## config.mk

```make
export PLATFORM = sky130hd
export DESIGN_NAME = des_chain_core
export DESIGN_NICKNAME = d
export VERILOG_FILES = /design/src/rtl/des_pkg.sv /design/src/rtl/des_round.sv /design/src/rtl/des_chain_core.sv
export SDC_FILE = /design/constraint.sdc
export NUM_CORES = 1
export LEC_CHECK = 0
export ABC_CLOCK_PERIOD_IN_PS = 1400
export BUFFER_PORTS_ARGS = -buffer_cell sky130_fd_sc_hd__buf_2
export CAP_MARGIN = 10
export CELL_PAD_IN_SITES_DETAIL_PLACEMENT = 1
export CELL_PAD_IN_SITES_GLOBAL_PLACEMENT = 1
export CORE_AREA = 2 2 105 107
export CTS_BUF_LIST = sky130_fd_sc_hd__clkbuf_16
export DETAILED_ROUTE_END_ITERATION = 10
export DIE_AREA = 0 0 107 109
export PLACE_DENSITY_LB_ADDON = 0.1
export SLEW_MARGIN = 20
export SYNTH_ARGS = -nofsm -noshare
export SYNTH_HDL_FRONTEND = slang
export SYNTH_HIERARCHICAL = 1
export SYNTH_SLANG_ARGS = --single-unit
```

## constraint.sdc

```tcl
create_clock -name clk_in -period 1.4 [get_ports clk_in]
set_input_delay 0.14 -clock clk_in [delete_from_list [all_inputs] [get_ports clk_in]]
set_output_delay 0.14 -clock clk_in [all_outputs]
set_load 0.02 [all_outputs]
```

## src/rtl/des_pkg.sv

```systemverilog
// DES constants (permutation tables, S-boxes, key shift schedule) and the
// bit-level helpers shared by the round datapath and the core controller.
package des_pkg;

  localparam int DES_BLOCK_W = 64;
  localparam int DES_KEY_W   = 56;

  typedef enum logic [1:0] {IDLE = 2'd0, RUN = 2'd1, DONE = 2'd2} des_state_e;

  // Table entries use FIPS 46 numbering: bit 1 is the MSB of the input word.
  localparam int IP_T [64] = '{
    58, 50, 42, 34, 26, 18, 10, 2, 60, 52, 44, 36, 28, 20, 12, 4,
    62, 54, 46, 38, 30, 22, 14, 6, 64, 56, 48, 40, 32, 24, 16, 8,
    57, 49, 41, 33, 25, 17,  9, 1, 59, 51, 43, 35, 27, 19, 11, 3,
    61, 53, 45, 37, 29, 21, 13, 5, 63, 55, 47, 39, 31, 23, 15, 7};

  localparam int FP_T [64] = '{
    40, 8, 48, 16, 56, 24, 64, 32, 39, 7, 47, 15, 55, 23, 63, 31,
    38, 6, 46, 14, 54, 22, 62, 30, 37, 5, 45, 13, 53, 21, 61, 29,
    36, 4, 44, 12, 52, 20, 60, 28, 35, 3, 43, 11, 51, 19, 59, 27,
    34, 2, 42, 10, 50, 18, 58, 26, 33, 1, 41,  9, 49, 17, 57, 25};

  localparam int E_T [48] = '{
    32,  1,  2,  3,  4,  5,  4,  5,  6,  7,  8,  9,
     8,  9, 10, 11, 12, 13, 12, 13, 14, 15, 16, 17,
    16, 17, 18, 19, 20, 21, 20, 21, 22, 23, 24, 25,
    24, 25, 26, 27, 28, 29, 28, 29, 30, 31, 32,  1};

  localparam int P_T [32] = '{
    16,  7, 20, 21, 29, 12, 28, 17,  1, 15, 23, 26,  5, 18, 31, 10,
     2,  8, 24, 14, 32, 27,  3,  9, 19, 13, 30,  6, 22, 11,  4, 25};

  localparam int PC1_T [56] = '{
    57, 49, 41, 33, 25, 17,  9,  1, 58, 50, 42, 34, 26, 18,
    10,  2, 59, 51, 43, 35, 27, 19, 11,  3, 60, 52, 44, 36,
    63, 55, 47, 39, 31, 23, 15,  7, 62, 54, 46, 38, 30, 22,
    14,  6, 61, 53, 45, 37, 29, 21, 13,  5, 28, 20, 12,  4};

  localparam int PC2_T [48] = '{
    14, 17, 11, 24,  1,  5,  3, 28, 15,  6, 21, 10,
    23, 19, 12,  4, 26,  8, 16,  7, 27, 20, 13,  2,
    41, 52, 31, 37, 47, 55, 30, 40, 51, 45, 33, 48,
    44, 49, 39, 56, 34, 53, 46, 42, 50, 36, 29, 32};

  localparam int SHIFTS [16] = '{1, 1, 2, 2, 2, 2, 2, 2, 1, 2, 2, 2, 2, 2, 2, 1};

  // Indexed by {box[2:0], row[1:0], col[3:0]}.
  localparam int SBOX [512] = '{
    14, 4, 13, 1, 2, 15, 11, 8, 3, 10, 6, 12, 5, 9, 0, 7,
    0, 15, 7, 4, 14, 2, 13, 1, 10, 6, 12, 11, 9, 5, 3, 8,
    4, 1, 14, 8, 13, 6, 2, 11, 15, 12, 9, 7, 3, 10, 5, 0,
    15, 12, 8, 2, 4, 9, 1, 7, 5, 11, 3, 14, 10, 0, 6, 13,
    15, 1, 8, 14, 6, 11, 3, 4, 9, 7, 2, 13, 12, 0, 5, 10,
    3, 13, 4, 7, 15, 2, 8, 14, 12, 0, 1, 10, 6, 9, 11, 5,
    0, 14, 7, 11, 10, 4, 13, 1, 5, 8, 12, 6, 9, 3, 2, 15,
    13, 8, 10, 1, 3, 15, 4, 2, 11, 6, 7, 12, 0, 5, 14, 9,
    10, 0, 9, 14, 6, 3, 15, 5, 1, 13, 12, 7, 11, 4, 2, 8,
    13, 7, 0, 9, 3, 4, 6, 10, 2, 8, 5, 14, 12, 11, 15, 1,
    13, 6, 4, 9, 8, 15, 3, 0, 11, 1, 2, 12, 5, 10, 14, 7,
    1, 10, 13, 0, 6, 9, 8, 7, 4, 15, 14, 3, 11, 5, 2, 12,
    7, 13, 14, 3, 0, 6, 9, 10, 1, 2, 8, 5, 11, 12, 4, 15,
    13, 8, 11, 5, 6, 15, 0, 3, 4, 7, 2, 12, 1, 10, 14, 9,
    10, 6, 9, 0, 12, 11, 7, 13, 15, 1, 3, 14, 5, 2, 8, 4,
    3, 15, 0, 6, 10, 1, 13, 8, 9, 4, 5, 11, 12, 7, 2, 14,
    2, 12, 4, 1, 7, 10, 11, 6, 8, 5, 3, 15, 13, 0, 14, 9,
    14, 11, 2, 12, 4, 7, 13, 1, 5, 0, 15, 10, 3, 9, 8, 6,
    4, 2, 1, 11, 10, 13, 7, 8, 15, 9, 12, 5, 6, 3, 0, 14,
    11, 8, 12, 7, 1, 14, 2, 13, 6, 15, 0, 9, 10, 4, 5, 3,
    12, 1, 10, 15, 9, 2, 6, 8, 0, 13, 3, 4, 14, 7, 5, 11,
    10, 15, 4, 2, 7, 12, 9, 5, 6, 1, 13, 14, 0, 11, 3, 8,
    9, 14, 15, 5, 2, 8, 12, 3, 7, 0, 4, 10, 1, 13, 11, 6,
    4, 3, 2, 12, 9, 5, 15, 10, 11, 14, 1, 7, 6, 0, 8, 13,
    4, 11, 2, 14, 15, 0, 8, 13, 3, 12, 9, 7, 5, 10, 6, 1,
    13, 0, 11, 7, 4, 9, 1, 10, 14, 3, 5, 12, 2, 15, 8, 6,
    1, 4, 11, 13, 12, 3, 7, 14, 10, 15, 6, 8, 0, 5, 9, 2,
    6, 11, 13, 8, 1, 4, 10, 7, 9, 5, 0, 15, 14, 2, 3, 12,
    13, 2, 8, 4, 6, 15, 11, 1, 10, 9, 3, 14, 5, 0, 12, 7,
    1, 15, 13, 8, 10, 3, 7, 4, 12, 5, 6, 11, 0, 14, 9, 2,
    7, 11, 4, 1, 9, 12, 14, 2, 0, 6, 10, 13, 15, 3, 5, 8,
    2, 1, 14, 7, 4, 10, 8, 13, 15, 12, 9, 0, 3, 5, 6, 11};

  function automatic logic [63:0] perm_ip(input logic [63:0] x);
    logic [63:0] r;
    for (int i = 0; i < 64; i++) r[6'(63 - i)] = x[6'(64 - IP_T[i])];
    return r;
  endfunction

  function automatic logic [63:0] perm_fp(input logic [63:0] x);
    logic [63:0] r;
    for (int i = 0; i < 64; i++) r[6'(63 - i)] = x[6'(64 - FP_T[i])];
    return r;
  endfunction

  function automatic logic [47:0] expand_e(input logic [31:0] x);
    logic [47:0] r;
    for (int i = 0; i < 48; i++) r[6'(47 - i)] = x[5'(32 - E_T[i])];
    return r;
  endfunction

  function automatic logic [31:0] perm_p(input logic [31:0] x);
    logic [31:0] r;
    for (int i = 0; i < 32; i++) r[5'(31 - i)] = x[5'(32 - P_T[i])];
    return r;
  endfunction

  function automatic logic [55:0] perm_pc1(input logic [63:0] x);
    logic [55:0] r;
    for (int i = 0; i < 56; i++) r[6'(55 - i)] = x[6'(64 - PC1_T[i])];
    return r;
  endfunction

  function automatic logic [47:0] perm_pc2(input logic [55:0] x);
    logic [47:0] r;
    for (int i = 0; i < 48; i++) r[6'(47 - i)] = x[6'(56 - PC2_T[i])];
    return r;
  endfunction

  // Row comes from the outer two bits of each 6-bit group, column from the inner four.
  function automatic logic [31:0] sbox_sub(input logic [47:0] x);
    logic [31:0] r;
    logic [5:0]  six;
    r = '0;
    for (int s = 0; s < 8; s++) begin
      six = x[6'(42 - 6 * s) +: 6];
      r[5'(28 - 4 * s) +: 4] = 4'(SBOX[{s[2:0], six[5], six[0], six[4:1]}]);
    end
    return r;
  endfunction

  function automatic logic [27:0] rotl28(input logic [27:0] x, input int n);
    case (n)
      1:       return {x[26:0], x[27]};
      2:       return {x[25:0], x[27:26]};
      default: return x;
    endcase
  endfunction

  function automatic logic [27:0] rotr28(input logic [27:0] x, input int n);
    case (n)
      1:       return {x[0], x[27:1]};
      2:       return {x[1:0], x[27:2]};
      default: return x;
    endcase
  endfunction

endpackage

```

## src/rtl/des_round.sv

```systemverilog
// One combinational DES Feistel round: expansion, subkey mix, S-boxes, P.
module des_round
  import des_pkg::*;
(
  input  logic [31:0] blk_l,
  input  logic [31:0] blk_r,
  input  logic [47:0] subkey,
  output logic [31:0] nxt_l,
  output logic [31:0] nxt_r
);

  assign nxt_l = blk_r;
  assign nxt_r = blk_l ^ perm_p(sbox_sub(expand_e(blk_r) ^ subkey));

endmodule

```

## src/rtl/des_chain_core.sv

```systemverilog
// Iterative DES engine with optional CBC chaining and key parity checking;
// ROUNDS_PER_CYCLE rounds are unrolled per clock with subkeys derived on the fly.
module des_chain_core
  import des_pkg::*;
#(
  parameter int ROUNDS_PER_CYCLE = 1,
  parameter int CHAIN_EN         = 1,
  parameter int PARITY_CHECK     = 1
) (
  input  logic                   clk_in,
  input  logic                   rst_in,
  input  logic [DES_BLOCK_W-1:0] data_in,
  input  logic [DES_BLOCK_W-1:0] key_in,
  input  logic [DES_BLOCK_W-1:0] iv_in,
  input  logic                   iv_load_in,
  input  logic                   mode_in,
  input  logic                   chain_in,
  input  logic                   in_valid,
  output logic                   in_ready,
  output logic [DES_BLOCK_W-1:0] data_out,
  output logic                   out_valid,
  input  logic                   out_ready,
  output logic                   err_out,
  output logic [1:0]             state_dbg
);

  localparam int RUN_CYCLES = 16 / ROUNDS_PER_CYCLE;

  des_state_e             state_q;
  logic [3:0]             cnt_q;
  logic [31:0]            l_q, r_q;
  logic [27:0]            c_q, d_q;
  logic                   mode_q, cbc_q, err_q;
  logic [DES_BLOCK_W-1:0] cv_q, din_q, chain_q, data_q;

  logic                   accept, chain_sel, par_err, last_cyc;
  logic [7:0]             byte_par;
  logic [DES_BLOCK_W-1:0] chain_val, blk_pre, ip_blk, des_res, result;
  logic [DES_KEY_W-1:0]   kpc1;

  logic [31:0] l_s [ROUNDS_PER_CYCLE+1];
  logic [31:0] r_s [ROUNDS_PER_CYCLE+1];
  logic [27:0] c_s [ROUNDS_PER_CYCLE+1];
  logic [27:0] d_s [ROUNDS_PER_CYCLE+1];

  assign in_ready  = (state_q == IDLE) | ((state_q == DONE) & out_ready);
  assign accept    = in_valid & in_ready;
  assign out_valid = (state_q == DONE);
  assign data_out  = data_q;
  assign err_out   = err_q;
  assign state_dbg = state_q;

  always_comb begin
    byte_par = '0;
    for (int i = 0; i < 8; i++) byte_par[i] = ^key_in[6'(8 * i) +: 8];
  end

  assign par_err   = (PARITY_CHECK != 0) & ~(&byte_par);
  assign chain_sel = (CHAIN_EN != 0) & chain_in;
  assign chain_val = iv_load_in ? iv_in : chain_q;
  // CBC encrypt whitens the plaintext before IP; decrypt unwhitens after FP.
  assign blk_pre   = data_in ^ ((chain_sel & ~mode_in) ? chain_val : '0);
  assign ip_blk    = perm_ip(blk_pre);
  assign kpc1      = perm_pc1(key_in);

  assign l_s[0] = l_q;
  assign r_s[0] = r_q;
  assign c_s[0] = c_q;
  assign d_s[0] = d_q;

  for (genvar g = 0; g < ROUNDS_PER_CYCLE; g++) begin : g_rnd
    logic [3:0]  rnd, rev;
    logic [27:0] c_n, d_n;
    logic [47:0] subkey;

    assign rnd = cnt_q * 4'(ROUNDS_PER_CYCLE) + 4'(g);
    assign rev = 4'd0 - rnd;

    // Decrypt starts from C16/D16 == C0/D0, then walks the schedule backwards.
    always_comb begin
      c_n = c_s[g];
      d_n = d_s[g];
      if (mode_q) begin
        if (rnd != 4'd0) begin
          c_n = rotr28(c_s[g], SHIFTS[rev]);
          d_n = rotr28(d_s[g], SHIFTS[rev]);
        end
      end else begin
        c_n = rotl28(c_s[g], SHIFTS[rnd]);
        d_n = rotl28(d_s[g], SHIFTS[rnd]);
      end
    end

    assign c_s[g+1] = c_n;
    assign d_s[g+1] = d_n;
    assign subkey   = perm_pc2({c_n, d_n});

    des_round u_round (
      .blk_l  (l_s[g]),
      .blk_r  (r_s[g]),
      .subkey (subkey),
      .nxt_l  (l_s[g+1]),
      .nxt_r  (r_s[g+1])
    );
  end

  assign last_cyc = (cnt_q == 4'(RUN_CYCLES - 1));
  assign des_res  = perm_fp({r_s[ROUNDS_PER_CYCLE], l_s[ROUNDS_PER_CYCLE]});
  assign result   = des_res ^ ((cbc_q & mode_q) ? cv_q : '0);

  always_ff @(posedge clk_in) begin
    if (rst_in) begin
      state_q <= IDLE;
      cnt_q   <= '0;
      data_q  <= '0;
      err_q   <= 1'b0;
      chain_q <= '0;
    end else begin
      case (state_q)
        RUN: begin
          l_q <= l_s[ROUNDS_PER_CYCLE];
          r_q <= r_s[ROUNDS_PER_CYCLE];
          c_q <= c_s[ROUNDS_PER_CYCLE];
          d_q <= d_s[ROUNDS_PER_CYCLE];
          if (last_cyc) begin
            state_q <= DONE;
            cnt_q   <= '0;
            data_q  <= result;
            err_q   <= 1'b0;
            if (cbc_q) chain_q <= mode_q ? din_q : des_res;
          end else begin
            cnt_q <= cnt_q + 4'd1;
          end
        end
        DONE: begin
          if (out_ready) begin
            state_q <= IDLE;
            data_q  <= '0;
            err_q   <= 1'b0;
          end
        end
        default: ;
      endcase

      // A new block overrides the DONE->IDLE exit above when it is accepted.
      if (accept) begin
        mode_q <= mode_in;
        cbc_q  <= chain_sel;
        cv_q   <= chain_val;
        din_q  <= data_in;
        l_q    <= ip_blk[63:32];
        r_q    <= ip_blk[31:0];
        c_q    <= kpc1[55:28];
        d_q    <= kpc1[27:0];
        cnt_q  <= '0;
        if (par_err) begin
          state_q <= DONE;
          data_q  <= '0;
          err_q   <= 1'b1;
        end else begin
          state_q <= RUN;
        end
      end
    end
  end

endmodule

```

==> metrics.md <==
| Metric | Value |
|---|---|
| Cell-by-cell trace of the critical path | or2_1 > a21oi_2 > buf_4 > and2_1 |
| #FFs+latches synth | 18 |
| H-tree levels | 1 |
| Final Hold Vio Count | 0 |
| Total chip power | 1.27 mW |
| Post-route ant nets | 0 |
| Share of layout cells above drive strength 1 | 24.6% |
| M1 GR Usage | 3.60% |
| Initial antenna violation count | 0 |
| Met2 Use GR | 4.60% |
| Most Crowded Layer GR | met2 |
| Die H | 109 um |
| R2R Path Start | state_dbg[1] |
| Num CTS Buffers | 3 |
| Cell family with most CP delay | simple AND/OR/NAND/NOR gates |
| Avg Cell Area, Syn | around 9.5 um^2 |
| Status | complete, no violations |
| Pint | 914 uW |
| Total grt overflow | 0 |
| # port buffers | 23 |
| PwrDens | 1190 nW/um^2 |
| Commonest non-fill, non-tap cells in the layout | conb_1, buf_2, dfxtp_1 |
| Sw frac | 28.1% |
| CP max stage cell | dfxtp_1 |
| Reg clk slew, reported paths | 60 ps |
| Max Freq | about 0.85 GHz |
| Max-slew violations | 0 |
| Combinational share of power | about an eighth |
| Gpl congestion | 0.561 |
| RSZ-0062 raised after global routing | false |
| # placed instances | 254 |
| Psw | 358 uW |
| Pre-CTS WS | roughly 180 ps |
| Clock Latency Late Sink | ~250 ps |
| Finished Layout Cells | 258 |
| DRC viols | 0 |
| Gr usage total | 3.00% |
| Worst Hold Class | in2reg |
| Worst Setup SP | state_dbg[1] |
| TNS Setup | 0 ps |
| Die Footprint | 11700 um^2 |
| Hold_sp | rst_in |
| CP max FO | 16 |
| DR vias/cell | approximately 1.9 |
| Most common cell after layout, fill and taps aside | conb_1 |
| CP arrival | 1370 ps |
| Core area | 10600 um^2 |
| Final Hold Slack | slightly below 90 ps |
| CP Capture Type | flip-flop |
| Design area | 1070 um^2 |
| Fin crit share | 84.0% |
| Crit path largest cell delay | 370 ps |
| Crit path kind | reg2reg |
| Peak VDD IR | 0.404 mV |
| Clock period minus final worst setup slack | 1180 ps |
| Final setup fails | 0 |
| Met3 usage | between 1.5 and 2% |
| Hold_buf cts | 0 |
| Synth Warn # | 6 |
| Mapped Area | 916 um^2 |
| Placed Area | 993 um^2 |
| Diode count | 0 |
| Leakage | 0.534 nW |
| Gates resized, CTS repair | 0 |
| Worst EP required | 1600 ps |
| DR WL/cell | 6.91 um |
| Worst Skew | about 1.9 ps |
| Vias | 491 |
| Initial Util | 8.64% |
| CTS tree | built |
| Pin count of the biggest net entering global routing | 17 |
| Post-Syn Instances | 96 |
| Worst setup SP type | flip-flop |
| # IOs | 268 |
| Worst path buffer plus inverter count | 1 |
| Nets | 318 |
| Area grow syn2layout | 17.1% |
| Synth unique cells | 11 |
| DRT iter0 DRCs | 3 |
| Sequential Power Share | approximately 41% |
| Maxcap violations | 0 |
| Setup Fix Bufs, Post-CTS | 0 |
| Wirelength, routed | 1780 um |
| Final core occ | 10.1% |
| # rows | 38 |
| Final worst slack | between 200 and 250 ps |
| Final HPWL DP | 1480 um |
| Clock buffer depth | 2 |
| Vias in the first global route | 439 |
| Root buffer cell | clkbuf_16 |
| Pre-Repair DR Iteration Count | 2 |
| Clock share of power | between 40 and 50% |
| First-pass GRT wire length | 2530 um |
| Seq/Total Area, Yosys | between 30 and 40% |
| Die X | 107 um |
| TritonCTS Sinks | 18 |
[cell usage after synthesis]
| library cell | number | area [um^2] |
|---|---|---|
| buf_2 | 2 | 10.0 |
| inv_1 | 1 | 3.75 |
| nand2b_4 | 1 | 13.8 |
| buf_4 | 52 | 390 |
| or2_1 | 1 | 6.26 |
| a21oi_1 | 2 | 10.0 |
| conb_1 | 1 | 3.75 |
| a311oi_1 | 1 | 8.76 |
| a21oi_2 | 1 | 8.76 |
| dfxtp_1 | 18 | 360 |
| and2_1 | 16 | 100 |
[layer usage]
| metal | up-vias | routed length [um] |
|---|---|---|
| met5 | - | 0 |
| met4 | 0 | 23 |
| met3 | 2 | 218 |
| met2 | 47 | 797 |
| met1 | 209 | 744 |
| li1 | 233 | - |
[registers in the layout (all words and copies together) (netlist names)]
name	flops
data_out	16
state_dbg	1
err_out	1
[power groups by stage]
stage	Clock, mW	Sequential [mW]	Combinational (mW)
2_1_floorplan	0	0.537	0.247
3_3_place_gp	0	0.532	0.162
3_5_place_dp	0	0.533	0.163
4_1_cts	0.627	0.521	0.163
5_1_grt	0.645	0.522	0.179
6_report	0.585	0.521	0.165
[cell families (layout without fill, tap and decap cells)]
kind of cell	count (synthesis)	in the layout	synth area share, %
AO/OA/AOI/OAI	4	4	3.01
AND/OR/NAND/NOR	18	18	13.1
buffers and inverters	55	29	44.1
flip-flops	18	18	39.3
other	1	49	0.409
[path summary, 6_finish.rpt]
check                       to  slack, ps  cells after the start
setup / recovery  data_out[19]        220                      4
hold / removal    state_dbg[1]         90                      2
setup reg to reg  data_out[19]        220                      4
hold reg to reg   data_out[31]        450                      1
[final cells by class]
type                    count  area [um^2]
repair buffers             24          123
flip-flops and latches     18          360
multi-input cells          71          332
clock buffers               3         75.1
clock inverters             1         3.75
inverters                   1         3.75
fillers                  1283         9530
well taps                 140          175
No activity file was read; power rests on OpenSTA's default activity.
